$ cat config.mk
export PLATFORM = sky130hd
export DESIGN_NAME = fp16_add_normalize
export DESIGN_NICKNAME = d
export VERILOG_FILES = /design/src/rtl/fp16_add_pkg.sv /design/src/rtl/lzc_13b.sv /design/src/rtl/fp16_add_normalize.sv
export SDC_FILE = /design/constraint.sdc
export NUM_CORES = 1
export LEC_CHECK = 0
export CAP_MARGIN = 0
export CORE_ASPECT_RATIO = 0.5
export CORE_UTILIZATION = 38
export CTS_CLUSTER_DIAMETER = 60
export CTS_CLUSTER_SIZE = 10
export DETAILED_ROUTE_END_ITERATION = 6
export SLEW_MARGIN = 20
export SYNTH_ARGS = -nofsm -noshare
export SYNTH_HDL_FRONTEND = slang
export SYNTH_SLANG_ARGS = --single-unit
$ cat constraint.sdc
create_clock -name clk -period 3.3 [get_ports clk]
set_input_delay 0.33 -clock clk [delete_from_list [all_inputs] [get_ports clk]]
set_output_delay 0.33 -clock clk [all_outputs]
set_load 0.02 [all_outputs]
$ cat src/rtl/fp16_add_pkg.sv
// fp16_add_pkg
// Shared definitions for the FP16 adder pipeline inside the systolic-array
// MAC unit. This package provides:
//   - the field widths of a binary16 value and of the internal fraction
//   - the all-ones exponent code used for infinity
//   - fp16_t: a packed view of a binary16 word
//   - norm_s1_t: what the normalize stage hands to the round/pack stage
// It has no ports.
package fp16_add_pkg;

  localparam int EXP_W  = 5;
  localparam int MANT_W = 10;
  // Incoming fraction layout is {hidden, mant[9:0], guard, sticky}.
  localparam int FRAC_W = 13;

  localparam logic [EXP_W-1:0] EXP_INF = 5'h1F;

  typedef struct packed {
    logic              sign;
    logic [EXP_W-1:0]  exp;
    logic [MANT_W-1:0] mant;
  } fp16_t;

  // The exponent carries one extra bit so that the carry increment and the
  // rounding increment can reach 31 or 32 without wrapping back to a small
  // value.
  typedef struct packed {
    logic              sign;
    logic [EXP_W:0]    exp;
    logic [FRAC_W-1:0] frac;
    logic              zero;
    logic              inf;
  } norm_s1_t;

endpackage

$ cat src/rtl/lzc_13b.sv
// lzc_13b
// Combinational leading-zero counter for the 13-bit adder fraction.
// Ports:
//   value    in  13  fraction to scan, MSB first
//   count    out 4   number of zeros above the first set bit (13 when all zero)
//   all_zero out 1   high when value is zero
module lzc_13b (
  input  logic [12:0] value,
  output logic [3:0]  count,
  output logic        all_zero
);

  // Walk from the MSB downward and latch the position of the first one seen.
  always_comb begin
    logic found;
    count    = 4'd13;
    all_zero = (value == 13'd0);
    found    = 1'b0;
    for (int i = 12; i >= 0; i--) begin
      if (!found && value[i]) begin
        count = 4'(12 - i);
        found = 1'b1;
      end
    end
  end

endmodule

$ cat src/rtl/fp16_add_normalize.sv
// fp16_add_normalize
// This is the final stage of the FP16 adder. It takes the magnitude sum and
// turns it into a packed binary16 result in two pipeline stages:
//   - Stage 1 normalizes the sum.
//   - Stage 2 rounds to nearest-even and packs the result.
// Both sides use valid/ready handshakes. A stalled output never loses data
// and never duplicates data.
// Optional build macro FP16_ADD_FLAGS_EN adds the flags output
// {overflow, underflow, inexact}. The flags are registered with result.
// Ports:
//   clk        in  1   clock, rising edge
//   rst        in  1   asynchronous active-high reset
//   in_valid   in  1   upstream result valid
//   in_ready   out 1   stage can accept this cycle
//   sign_in    in  1   sign of the sum
//   sum_in     in  13  magnitude {h, m[9:0], g, s}
//   carry_in   in  1   overflow bit above sum_in[12]
//   exp_max_in in  5   larger operand exponent (0 when the sum is zero)
//   out_valid  out 1   result valid
//   out_ready  in  1   downstream accepts
//   result     out 16  packed FP16 {sign, exp[4:0], mant[9:0]}
//   flags      out 3   {overflow, underflow, inexact}, only with FP16_ADD_FLAGS_EN
module fp16_add_normalize
  import fp16_add_pkg::*;
(
  input  logic              clk,
  input  logic              rst,
  input  logic              in_valid,
  output logic              in_ready,
  input  logic              sign_in,
  input  logic [FRAC_W-1:0] sum_in,
  input  logic              carry_in,
  input  logic [EXP_W-1:0]  exp_max_in,
  output logic              out_valid,
  input  logic              out_ready,
  output logic [15:0]       result
`ifdef FP16_ADD_FLAGS_EN
  ,
  output logic [2:0]        flags
`endif
);

  logic     s1_valid;
  logic     s2_valid;
  logic     adv1;
  logic     adv2;
  norm_s1_t s1_next;
  norm_s1_t s1_q;
  fp16_t    pack_next;
  fp16_t    result_q;

  logic [3:0]        lz;
  logic              sum_zero;
  logic [FRAC_W-1:0] sum_shifted;

  logic [MANT_W:0]   mant_rnd;
  logic [EXP_W:0]    exp_rnd;
  logic              round_inc;
  logic              is_zero;
  logic              is_inf;

  // Each stage may advance when it is empty or when the stage after it drains
  // this cycle. Because of this, a full pipeline still moves one item per
  // cycle. The ready path comes only from out_ready, never from in_valid.
  assign adv2      = !s2_valid || out_ready;
  assign adv1      = !s1_valid || adv2;
  assign in_ready  = adv1;
  assign out_valid = s2_valid;
  assign result    = result_q;

  lzc_13b u_lzc (
    .value    (sum_in),
    .count    (lz),
    .all_zero (sum_zero)
  );

  assign sum_shifted = sum_in << lz;

`ifdef FP16_ADD_FLAGS_EN
  logic       s1_uflow_next;
  logic       s1_uflow_q;
  logic [2:0] flags_next;
  logic [2:0] flags_q;

  assign flags = flags_q;
`endif

  // Normalize.
  // An input exponent of 31 means the operands were already infinite, so the
  // result is forced to infinity.
  // A carry out of the adder is fixed by a one-bit right shift. The bit shifted
  // out becomes the guard bit, and the old guard and sticky bits merge into
  // the new sticky bit.
  // Any other nonzero sum is shifted left until its top bit is set. If the
  // exponent cannot absorb that shift, the result is flushed to zero.
  always_comb begin
    s1_next      = '0;
    s1_next.sign = sign_in;
`ifdef FP16_ADD_FLAGS_EN
    s1_uflow_next = 1'b0;
`endif
    if (exp_max_in == EXP_INF) begin
      s1_next.inf = 1'b1;
      s1_next.exp = {1'b0, EXP_INF};
    end else if (carry_in) begin
      s1_next.frac = {1'b1, sum_in[12:3], sum_in[2], |sum_in[1:0]};
      s1_next.exp  = {1'b0, exp_max_in} + 6'd1;
    end else if (sum_zero) begin
      s1_next.zero = 1'b1;
    end else if ({1'b0, exp_max_in} <= {2'b00, lz}) begin
      s1_next.zero = 1'b1;
`ifdef FP16_ADD_FLAGS_EN
      s1_uflow_next = 1'b1;
`endif
    end else begin
      s1_next.frac = sum_shifted;
      s1_next.exp  = {1'b0, exp_max_in} - {2'b00, lz};
    end
  end

  // Round to nearest-even, then pack.
  // Rounding increments the 10-bit mantissa. If that carries out, the value
  // reached 2.0, so the mantissa becomes zero and the exponent goes up by one.
  // A hidden bit that is clear outside the infinity path can only come from a
  // zero sum. Every zero result packs as +0.
  always_comb begin
    round_inc = s1_q.frac[1] & (s1_q.frac[0] | s1_q.frac[2]);
    mant_rnd  = {1'b0, s1_q.frac[11:2]} + {{MANT_W{1'b0}}, round_inc};
    exp_rnd   = s1_q.exp + {{EXP_W{1'b0}}, mant_rnd[MANT_W]};
    is_zero   = s1_q.zero || (!s1_q.inf && !s1_q.frac[12]);
    is_inf    = s1_q.inf || (exp_rnd >= 6'd31);
    pack_next = '0;
    if (is_zero) begin
      pack_next = '0;
    end else if (is_inf) begin
      pack_next.sign = s1_q.sign;
      pack_next.exp  = EXP_INF;
    end else begin
      pack_next.sign = s1_q.sign;
      pack_next.exp  = exp_rnd[EXP_W-1:0];
      pack_next.mant = mant_rnd[MANT_W-1:0];
    end
  end

`ifdef FP16_ADD_FLAGS_EN
  // Overflow and underflow both imply the value was not representable, so
  // either one also raises inexact.
  always_comb begin
    flags_next    = 3'b000;
    flags_next[2] = !is_zero && is_inf;
    flags_next[1] = s1_uflow_q;
    flags_next[0] = (|s1_q.frac[1:0]) || flags_next[2] || flags_next[1];
  end
`endif

  // Stage 1 register. It loads only on an accepted transfer, so an empty
  // bubble never overwrites stored data.
  always_ff @(posedge clk or posedge rst) begin
    if (rst) begin
      s1_valid <= 1'b0;
      s1_q     <= '0;
    end else if (adv1) begin
      s1_valid <= in_valid;
      if (in_valid) begin
        s1_q <= s1_next;
      end
    end
  end

  // Stage 2 register. It drives the outputs. It holds its value whenever a
  // valid result is waiting on a stalled consumer.
  always_ff @(posedge clk or posedge rst) begin
    if (rst) begin
      s2_valid <= 1'b0;
      result_q <= '0;
    end else if (adv2) begin
      s2_valid <= s1_valid;
      if (s1_valid) begin
        result_q <= pack_next;
      end
    end
  end

`ifdef FP16_ADD_FLAGS_EN
  // Flag side-band registers. They follow the same enables as the data
  // registers so the flags stay aligned with their result.
  always_ff @(posedge clk or posedge rst) begin
    if (rst) begin
      s1_uflow_q <= 1'b0;
      flags_q    <= 3'b000;
    end else begin
      if (adv1 && in_valid) begin
        s1_uflow_q <= s1_uflow_next;
      end
      if (adv2 && s1_valid) begin
        flags_q <= flags_next;
      end
    end
  end
`endif

endmodule

# Word level (Yosys, flattened, before mapping)
# Index checks and enable logic that the tools add are counted.
op_classes:
  addsub: 4
  magnitude_cmp: 2
  eq_ne: 1
  n_shift: 1
  muxes: 37
  n_bitwise: 2
  n_reduce_logical: 37
ops:
  columns: ["operator", "count"]
  rows:
  - ["$mux 19", 3]
  - ["$mux 4", 13]
  - ["$logic_not 1->1", 16]
  - ["$mux 1", 16]
  - ["$mux 16", 1]
  - ["$mux 14", 1]
  - ["$logic_and 1x1->1", 13]
  - ["$logic_not 13->1", 1]
  - ["$shl 13x4->13", 1]
  - ["$add 10x1->11", 1]
  - ["$mux 10", 1]
  - ["$add 5x1->6 const B", 1]
  - ["$add 6x1->6", 1]
  - ["$ge 6x5->1 const B", 1]
  - ["$mux 6", 1]
  - ["$sub 5x4->6", 1]
  - ["$eq 5x5->1 const B", 1]
  - ["$le 5x4->1", 1]
  - ["$mux 5", 1]
  - ["$logic_or 1x1->1", 4]
  - ["$reduce_and 2->1", 2]
  - ["$reduce_or 2->1", 1]
  - ["$and 1x1->1", 1]
  - ["$or 1x1->1", 1]
totals:
  regBits: 40
  input_bits: 24
  output_inout_bits: 18
  wordCells: 94

# Depth between registers and ports, before layout
logic_depth:
  depth_word: 42
  depth_mapped: 15

# Hierarchy
# From an unflattened synthesis, not the netlist that was laid out.
unflattened:
  cells_unflattened: 313
  hier_area_um2: 2817.7
modules_own_cells:
  columns: ["module", "n_inst", "cells_each", "area_each_um2"]
  rows:
  - ["fp16_add_normalize", 1, 290, 2666.3]
  - ["lzc_13b", 1, 23, 151.4]

# Worst setup path before layout
# No wires, ideal clock.
synth_timing:
  kind: "input -> register"
  start: "input port sum_in[5]"
  end: "register s1_q[8] (netlist name)"
  t_arrival_ps: 3307
  required_time_ps: 3217
  slack_ps: -90
  stages: 14
  path_buffers: 1
  path_cell_list: "buf_2 -> nor4_1 -> nand3_2 -> a31oi_2 -> nand2_4 -> ha_1 -> fa_1 -> nor2b_1 -> o21a_1 -> o21ai_0 -> a211oi_2 -> and3_4 -> o21ai_0 -> o21ai_0"
synth_via:
  elab_chain_cells: 22
  elab_cells_between_ends: 29
synth_lines:
  columns: ["item", "line_no", "rtl"]
  rows:
  - ["from (decl)", "fp16_add_normalize.sv:31", "input logic [FRAC_W-1:0] sum_in,"]
  - ["$logic_and 1x1->1", "lzc_13b.sv:20", "if (!found && value[i]) begin"]
  - ["$mux 1", "lzc_13b.sv:20", null]
  - ["$logic_not 1->1", "lzc_13b.sv:20", null]
  - ["$logic_and 1x1->1", "lzc_13b.sv:20", null]
  - ["$mux 1", "lzc_13b.sv:20", null]
  - ["$logic_not 1->1", "lzc_13b.sv:20", null]
  - ["$logic_and 1x1->1", "lzc_13b.sv:20", null]
  - ["$mux 1", "lzc_13b.sv:20", null]
  - ["(+6 left out)", null, null]
  - ["$logic_not 1->1", "lzc_13b.sv:20", null]
  - ["$logic_and 1x1->1", "lzc_13b.sv:20", null]
  - ["$mux 4", "lzc_13b.sv:20", null]
  - ["$le 5x4->1 or $shl 13x4->13 (tied branches)", "fp16_add_normalize.sv:110, fp16_add_normalize.sv:77", null]
  - ["$mux 19", "fp16_add_normalize.sv:110", "end else if ({1'b0, exp_max_in} <= {2'b00, lz}) begin"]
  - ["$mux 19 *", "fp16_add_normalize.sv:108", "end else if (sum_zero) begin"]
  - ["$mux 19 *", "fp16_add_normalize.sv:105", "end else if (carry_in) begin"]
  - ["$mux 14 *", "fp16_add_normalize.sv:102", "if (exp_max_in == EXP_INF) begin"]
  - ["to (signal assigned)", "fp16_add_normalize.sv:165", "s1_q <= s1_next;"]
  - ["to (decl)", "fp16_add_normalize.sv:48", "norm_s1_t s1_q;"]
# Mark *: on every way between the ends. The rest lies on a longest branch, timed or not.
# A chain may end at the register's enable or synchronous reset.

# Worst setup path in the final report
layout_timing:
  start: "input port sum_in[4]"
  end: "register s1_q[12] (netlist name)"
layout_via:
  elab_chain_cells: 19
  elab_cells_between_ends: 25
layout_lines:
  columns: ["item", "line_no"]
  rows:
  - ["$logic_and 1x1->1", "lzc_13b.sv:20"]
  - ["$mux 1", "lzc_13b.sv:20"]
  - ["$logic_not 1->1", "lzc_13b.sv:20"]
  - ["$logic_and 1x1->1", "lzc_13b.sv:20"]
  - ["$mux 1", "lzc_13b.sv:20"]
  - ["$logic_not 1->1", "lzc_13b.sv:20"]
  - ["$logic_and 1x1->1", "lzc_13b.sv:20"]
  - ["$mux 1", "lzc_13b.sv:20"]
  - ["(+3 left out)", null]
  - ["$logic_not 1->1", "lzc_13b.sv:20"]
  - ["$logic_and 1x1->1", "lzc_13b.sv:20"]
  - ["$mux 4", "lzc_13b.sv:20"]
  - ["$le 5x4->1 or $shl 13x4->13 (tied branches)", "fp16_add_normalize.sv:110, fp16_add_normalize.sv:77"]
  - ["$mux 19", "fp16_add_normalize.sv:110"]
  - ["$mux 19 *", "fp16_add_normalize.sv:108"]
  - ["$mux 19 *", "fp16_add_normalize.sv:105"]
  - ["$mux 14 *", "fp16_add_normalize.sv:102"]
# Marked as above.

==> reports/metrics.yaml <==
outcome:
  status: "complete, no violations"
worst_setup_path:
  crit_required_ns: 3.48
  cp_cell_sequence: "clkdlybuf4s50_1, or3b_4, nor4_4, a31oi_4, nand2_4, ha_1, fa_2, nor2b_2, o21a_1, o21a_1, nor2_2, nor3_1, a221o_1, o21a_1"
  slowest_delay_ns: 0.52
  critPathSlowestCell: "clkdlybuf4s50_1"
  rrSetupSlack_ns: 0.33
  crit_path_start_kind: "input port"
  arrival_ns: 3.36
  critical_path_class: "input port to register"
  r2r.worst_path.cells: 13
  setup.worst_path.end_class: "register"
  r2r-start: "s1_q[4]$_DFFE_PP0P_"
  worstPathMaxFanout: 4
  cp_common_cell: "o21a_1"
  r2r_end: "result[1]$_DFFE_PP0P_"
floorplan:
  core_area_um2: 7460
  die_h_um: 64.7
  fp-row-count: 22
  die_w_um: 127
  io_pins: 42
  dieArea_um2: 8240
  start_util: 0.401
synth:
  ys_seq_area_frac: 0.335
  ys.flop_type: "dfrtp_1"
  synthTopCellsByArea: "dfrtp_1, nand2_1, nor2_1"
  synth_warnings: 0
  synth-edff-count: 0
  synth.distinct_cells: 63
  async_reset_ff_frac: 1.00
  netlist_area_um2: 2990
  synthTopCellsByCount: "nand2_1, dfrtp_1, nor2_1"
  synth_nets: 386
  synth_largest_area_cell: "dfrtp_1"
  syn_avg_cell_area_um2: 8.49
  ys_ff_latch: 40
  syn_inst: 352
  yosysMostFrequentCell: "nand2_1"
  synth_top_area_frac: 0.335
detailed_routing:
  drtIter0Drc: 301
  avgViaCountPerCell: 5.46
  vias: 2991
  dr.pass1.iters: 5
  drt-wirelength-per-cell_um: 16.4
  drc: 0
  ant_nets: 0
  drt_wl_total_um: 8980
place:
  dp_hpwl_um: 6990
  gp_congestion: 0.932
  post-place-cells: 534
  numPortBuffers: 41
global_route:
  grt_pass1_wl_um: 14400
  track_usage: 0.226
  grt_pass1_vias: 2753
  grt_overflow: 0
  antenna_found_initial: 0
  grt_max_degree: 41
sta:
  max_freq_ghz: 0.314
  setup_viol: 0
  final-hold-violation-count: 0
  maxSlewHeadroom: 0.571
  skew_ns: 0.00514
  period_share: 0.967
  drv_slew: 0
  min_period_ns: 3.19
  worstMarginPinSlew_ns: 0.638
power:
  peakVddDrop_mv: 0.188
  powerDensity_nw_per_um2: 422
  p_leak_nw: 1.82
worst_hold_path:
  hold_path_depth: 2
  min_path_type: "register to register"
  hold_start: "result[10]$_DFFE_PP0P_"
  holdPathEnd: "result[10]$_DFFE_PP0P_"
clocking:
  clock_sinks: 40
  numCtsBuffers: 5
  htree_levels: 2
  clk_pin_slew_ns: 0.06
  cts_tree: "built"
  cts_root_buf: "clkbuf_16"
  clkLatencyLatePin_ns: 0.28
  clk_path_buf_depth: 2
layout:
  area_growth_pct: 36.5
  finish.utilization: 0.547
  layout-drive-gt1-share: 0.216
  layout.nets: 473
  diodes: 0
  fin_cells: 548
run:
  drv_cap: 0
logic make-up after synthesis:
family | count (synthesis) | synth area share
buffers and inverters | 27 | 0.0402
DFF | 40 | 0.335
and+or+nand+nor | 150 | 0.263
adders and majority gates | 10 | 0.0444
muxes | 15 | 0.0515
xor gates and xnor gates | 17 | 0.0498
AOI/OAI and AO/OA | 93 | 0.216
stage by stage:
stage | area [um^2] | hold slack [ns] | TNS (ns) | power [mW] | worst slack, ns
after CTS | 4010 | 0.478 | 0 | 1.72 | 0.0103
after floorplan | 3000 | 0.435 | 0 | 0.970 | 0.0181
final | 4080 | 0.472 | 0 | 1.72 | 0.110
after global placement | 3820 | 0.453 | -5.08 | 1.22 | -0.464
after global routing | 4080 | 0.503 | -0.0488 | 1.82 | -0.0319
after detailed placement | 3820 | 0.465 | -6.96 | 1.23 | -0.537
flip-flops by register name, summed over array words and instances (netlist names):
name       cells
s1_q          22
out_valid      1
s1_valid       1
result        16
power by group:
group          internal [mW]  switching (mW)  total, mW  leakage (nW)
sequential             0.577          0.0701      0.647         0.502
clock                  0.301           0.180      0.481        0.0712
combinational          0.277           0.315      0.592          1.25
metal layers:
metal	routed length, um	global-route usage	vias up
met1	4580	0.344	1415
li1	-	-	1455
met2	3800	0.336	108
met5	0	0	-
met3	489	0.0231	13
met4	110	0.0655	0
worst max-delay path by stage:
| stage | end | cells after the start | slack [ns] | start |
|---|---|---|---|---|
| after global routing | s1_q[11]$_DFFE_PP0P_ | 15 | -0.03 | sum_in[10] |
| after global placement | s1_q[11]$_DFFE_PP0P_ | 14 | -0.46 | sum_in[7] |
| after detailed placement | s1_q[11]$_DFFE_PP0P_ | 14 | -0.54 | sum_in[7] |
| final | s1_q[12]$_DFFE_PP0P_ | 14 | 0.11 | sum_in[4] |
| after CTS | s1_q[11]$_DFFE_PP0P_ | 15 | 0.01 | sum_in[10] |
| after floorplan | s1_q[8]$_DFFE_PP0P_ | 14 | 0.02 | sum_in[5] |
cells in the final DEF, fill, tap and decap left out, types with 9 or more instances in the layout:
cell             count
xnor2_1             11
nand2_1             42
nor2_1              35
clkdlybuf4s50_1     34
o21ai_0             21
a21oi_1             17
mux2i_1             12
dfrtp_1             40
nand3_1             14
inv_1               12
buf_4               52
ha_1                 9
and3_1              11
critical path: cells and delay by family:
| family | cells | cell delay [ns] |
|---|---|---|
| and+or+nand+nor | 6 | 1.09 |
| adders and majority gates | 2 | 0.42 |
| buffers and inverters | 1 | 0.52 |
| AOI/OAI and AO/OA | 5 | 0.99 |
timing repair:
action,CTS,global route
hold buffers,0,0
resized for setup,11,14
cloned,0,0
pin swaps,8,14
setup endpoints to repair,17,29
setup buffers,3,3
layout make-up:
type / instances / area (um^2)
fill: 686 / 3380
tap: 108 / 135
clock buffer: 8 / 146
sequential: 40 / 1000
inverter: 14 / 52.6
multi-input combinational: 285 / 1940
timing repair buffer: 93 / 803
No activity file was read; power rests on OpenSTA's default activity.
